==> src/rtl/reg_file_pkg.sv <==
// Shared register-file constants and the register-index type used by
// the decode and writeback stages.
package reg_file_pkg;

    localparam int DATA_W = 32;
    localparam int ADDR_W = 5;
    localparam int DEPTH  = 2 ** ADDR_W;

    typedef logic [ADDR_W-1:0] reg_idx_t;

endpackage : reg_file_pkg

==> src/rtl/reg_file.sv <==
// Two-read, one-write register file: writes commit on the rising edge,
// both read ports are registered on the falling edge of the same clock.
module reg_file
    import reg_file_pkg::*;
#(
    parameter int DATA_W_P = DATA_W,
    parameter int ADDR_W_P = ADDR_W,
    parameter int DEPTH_P  = DEPTH
) (
    input  logic                clk,
    input  logic                reset,
    input  logic                write,
    input  logic [ADDR_W_P-1:0] PR1,
    input  logic [ADDR_W_P-1:0] PR2,
    input  logic [ADDR_W_P-1:0] WR,
    input  logic [DATA_W_P-1:0] WD,
    output logic [DATA_W_P-1:0] RD1,
    output logic [DATA_W_P-1:0] RD2
);

    logic [DATA_W_P-1:0] rf_mem [DEPTH_P];
    logic [DATA_W_P-1:0] rd1_d, rd2_d;
    logic [DATA_W_P-1:0] rd1_q, rd2_q;

    // NOTE: the array is built from resettable flops rather than a RAM
    // macro, because every entry must take its own index on reset.
    always_ff @(posedge clk or posedge reset) begin
        if (reset) begin
            for (int i = 0; i < DEPTH_P; i++) begin
                rf_mem[i] <= DATA_W_P'(i);
            end
        end else if (write && (WR != '0)) begin
            // NOTE: non-blocking so the falling-edge read process sees a
            // stable array value, never a race with this update.
            rf_mem[WR] <= WD;
        end
    end

    always_comb begin
        rd1_d = rf_mem[PR1];
        rd2_d = rf_mem[PR2];
    end

    // The half-cycle split lets a read see the write from the preceding
    // rising edge without a bypass path.
    always_ff @(negedge clk or posedge reset) begin
        if (reset) begin
            rd1_q <= '0;
            rd2_q <= '0;
        end else begin
            rd1_q <= rd1_d;
            rd2_q <= rd2_d;
        end
    end

    assign RD1 = rd1_q;
    assign RD2 = rd2_q;

endmodule : reg_file

==> config.mk <==
export PLATFORM = sky130hd
export DESIGN_NAME = reg_file
export DESIGN_NICKNAME = d
export VERILOG_FILES = /design/src/rtl/reg_file_pkg.sv /design/src/rtl/reg_file.sv
export SDC_FILE = /design/constraint.sdc
export NUM_CORES = 2
export LEC_CHECK = 0
export CAP_MARGIN = 20
export CORE_ASPECT_RATIO = 1.2
export CORE_MARGIN = 8
export CORE_UTILIZATION = 65
export DETAILED_ROUTE_END_ITERATION = 6
export PLACE_DENSITY = 0.83
export SKIP_LAST_GASP = 1
export SYNTH_ARGS = -nofsm -noshare
export SYNTH_HDL_FRONTEND = slang
export SYNTH_SLANG_ARGS = --single-unit
==> constraint.sdc <==
create_clock -name clk -period 77.3 [get_ports clk]
set_clock_uncertainty 0.2 [all_clocks]
set_input_delay 15.46 -clock clk [delete_from_list [all_inputs] [get_ports clk]]
set_output_delay 15.46 -clock clk [all_outputs]
set_load 0.01 [all_outputs]
## Word level (Yosys, flattened, before mapping)

Index checks and enable logic that the tools add are counted.

- Bits in registers: 1088
- Latch bits: 0
- Bits in writable memories: 0
- Memory bits (read-only): 0
- Bits of input ports: 50
- Word-level logic and storage cells: 53
- Memories: 0

- Add/sub/neg operators: 0
- $mul: 0
- Divide/modulo/power cells: 0
- $lt $le $gt $ge: 4
- Equal/unequal tests: 0
- Shift-type cells: 0
- Multiplexer cells: 9
- Bitwise logic cells: 3
- Reduce and logical (&&, ||, !) cells: 3

Operators with widths:

| cell | number |
|---|---|
| 1024-bit bitwise mux | 1 |
| 32-bit binary-select mux with 5-bit select | 2 |
| 32-bit demux with 5-bit select | 1 |
| 32-bit 2-to-1 mux | 5 |
| 6-bit >= comparator (second input constant) | 3 |
| 5-bit inverter with 6-bit output | 3 |
| 6-bit by 1-bit < comparator with 1-bit output (second input constant) | 1 |
| 5-bit nonzero test | 1 |
| 1-bit logical AND | 2 |

## Longest topological paths before layout

- Depth in word-level cells: 6
- Mapped depth: 8
- Depth with buffers taken out: 5

==> impl_metrics.tcl <==
set metrics [dict create \
    status "finished, final reports clean" \
    crit_type "input pin to flip-flop" \
    maxSlewHeadroom_pct 18.2 \
    cts_resized 0 \
    cts_buffer_depth 3 \
    cp_common_cell "buf_4" \
    drt_drc_violations_left 0 \
    r2r_setup_slack_ps 36790 \
    antenna_found_initial 5 \
    synth_edf_count 0 \
    nFillCells 6010 \
    fin_setup_tns_ps 0 \
    rsz0062_at_grt "no" \
    place_ws_ps 18900 \
    cpMaxStageDelayCell "buf_4" \
    grt_first_pass_wirelength_um 252000 \
    dieArea_um2 98600 \
    worstSetupEndpointType "flip-flop" \
    path_cells "buf_8 > buf_12 > buf_4 > buf_4 > mux2i_1 > a22o_1 > nor3_1 > a31oi_1 > nand3_1" \
    tightest_slew_ps 1230 \
    numCtsBuffers 107 \
    synth.largest_area_cell "dfrtp_1" \
    p_leak_nw 29.1 \
    die_w_um 288 \
    routed-via-count 40300 \
    postCtsSetupBuffers 0 \
    grt_pass1_vias 41400 \
    power_frac_comb_pct 18.8 \
    multi_input_area_um2 27900 \
    clk_latency_ps 680 \
    top_level_ports 114 \
    switching_share_pct 28.0 \
    synth_area_leaders "dfrtp_1 (41%), mux2_2 (19%), mux2i_1 (18%), dfstp_2 (3.6%), dfrtn_1 (2.8%)" \
    overflow 0 \
    via_per_inst 7.00 \
    hold_buffers 0 \
    fin_nets 4553 \
    cts-root-buf "clkbuf_16" \
    synth-seq-cells 1088 \
    syn_nets 4716 \
    grt.total_usage_pct 33.3 \
    clock_power_share_pct 33.3 \
    max_cap_viol_count 0 \
    fp-row-count 119 \
    syn_inst 4666 \
    grt_max_degree 165 \
    wl_um 167000 \
    chipHeight_um 342 \
    wire_per_inst_um 29.0 \
    ys.flop_type "dfrtp_1" \
    worstSetupStartpointType "input pin" \
    syn_to_final_growth_pct 7.94 \
    clkTransAtPathRegs_ps 60 \
    cp_slowest_stage_delay_ps 970 \
    start_util_pct 65.7 \
    yosys.area.top_type_share_pct 41.0 \
    cts_tree "done" \
    first_pass_iters 6 \
    power_w 0.00160 \
    p_sw_w 0.000449 \
    core_um2 87800 \
    place.gp.congestion 0.823 \
    seqPwrFrac_pct 47.9 \
    setup_viol 0 \
    critical_path.top_delay_family "buffers and inverters" \
    htreeDepth 3 \
    portBuffers 113 \
    path_buf_inv 4 \
    hold_path.class "flip-flop to flip-flop" \
    path_max_fanout 128 \
    yosysWarnings 0 \
    async_flop_share_pct 100 \
    cp.required_ps 38920 \
    cellInternalPower_w 0.00115 \
    critPathArrivalTime_ps 19420 \
    finalMaxSlewViolations 0 \
    synth.cell_area_um2 57700 \
    yosysUniqueCellTypes 32 \
    final_core_util_pct 70.9 \
    drt_iter0_markers 4344 \
    syn_avg_cell_area_um2 12.4 \
    powerDensity_nw_per_um2 25.7 \
    timing.final.ws_setup_ps 19500 \
    register_area_um2 27300 \
    ant_nets 0 \
    synth_seq_area_share_pct 47.4 \
    ir_drop_uv 22.1 \
    drive_gt1_share_pct 29.3 \
    dpl.hpwl_um 87700 \
    hold_viol 0 \
    cts.sinks 1088 \
]
cell type report:
| class | count | share of cell area, % |
|---|---|---|
| antenna | 4 | 0.0161 |
| clock buffer | 168 | 5.20 |
| clock inverter | 33 | 0.561 |
| inverter | 1 | 0.0121 |
| multi-input combinational | 3104 | 44.8 |
| sequential | 1088 | 43.9 |
| tap | 1149 | 2.31 |
| timing repair buffer | 201 | 3.18 |
power by group through the flow:
stage | clock network (W) | logic [W] | registers [W]
after detailed placement | 0 | 0.000297 | 0.000771
after CTS | 0.000537 | 0.000300 | 0.000762
after global routing | 0.000560 | 0.000326 | 0.000778
final | 0.000534 | 0.000302 | 0.000767
after global placement | 0 | 0.000287 | 0.000763
after floorplan | 0 | 0.000231 | 0.000752
flip-flops by register name, indices dropped and copies added, names as in the netlist:
register  flops
RD2          32
rf_mem     1024
RD1          32
placed cells by master (no fill, tap or decap), types with 111 or more instances in the layout:
cell | netlist | final
a21oi_1 | 192 | 192
a22o_1 | 128 | 128
clkbuf_16 | 0 | 113
nand3_1 | 194 | 194
clkdlybuf4s50_1 | 0 | 111
mux2_2 | 956 | 956
nand2_1 | 210 | 193
dfrtp_1 | 944 | 944
mux2i_1 | 1024 | 1024
a22oi_1 | 192 | 192
cell families after synthesis:
logic type	Yosys count	synth area share, %
AO/OA/AOI/OAI	576	6.80
buffers and inverters	474	4.41
flip-flops	1088	47.4
multiplexers	2016	37.1
AND/OR/NAND/NOR	512	4.26
metrics by stage:
step | cells | hold WS (ps) | cell area, um^2
after floorplan | 4666 | 249 | 57700
after global placement | 5537 | 184 | 58500
after detailed placement | 5537 | 188 | 58500
after CTS | 5738 | 202 | 62100
after global routing | 5746 | 215 | 62300
final | 5748 | 202 | 62300
worst reg2reg max path, delay by kind of cell, from the launching register on:
kind	cells	cell delay, ps
mux	1	170
compound gates	2	550
flops	1	390
simple gates	2	290
final timing paths:
path	depth (start not counted)	from	end
worst max-delay path	9	PR2[1]	RD2[2]
worst min-delay path	0	rf_mem[1002]	rf_mem[1002]
worst max register to register	5	rf_mem[776]	RD1[8]
worst min register to register	0	rf_mem[1002]	rf_mem[1002]
max in group asynchronous	7	reset	RD1[11]
min in group asynchronous	2	reset	rf_mem[674]
Yosys cell counts, drive strengths merged (65+ instances only):
cell type,count
dfstp,80
nand2,210
nand3,194
a22o,128
mux2i,1024
nor3,65
dfrtp,944
mux2,992
clkbuf,238
a21oi,192
buf,235
a22oi,192
per-layer routing:
| layer | global-route usage, % | wire length [um] |
|---|---|---|
| met1 | 42.7 | 64900 |
| met5 | 0 | 7 |
| met4 | 19.3 | 9530 |
| met3 | 6.27 | 14500 |
| met2 | 52.9 | 78000 |
(Power assumes the default switching activity.)
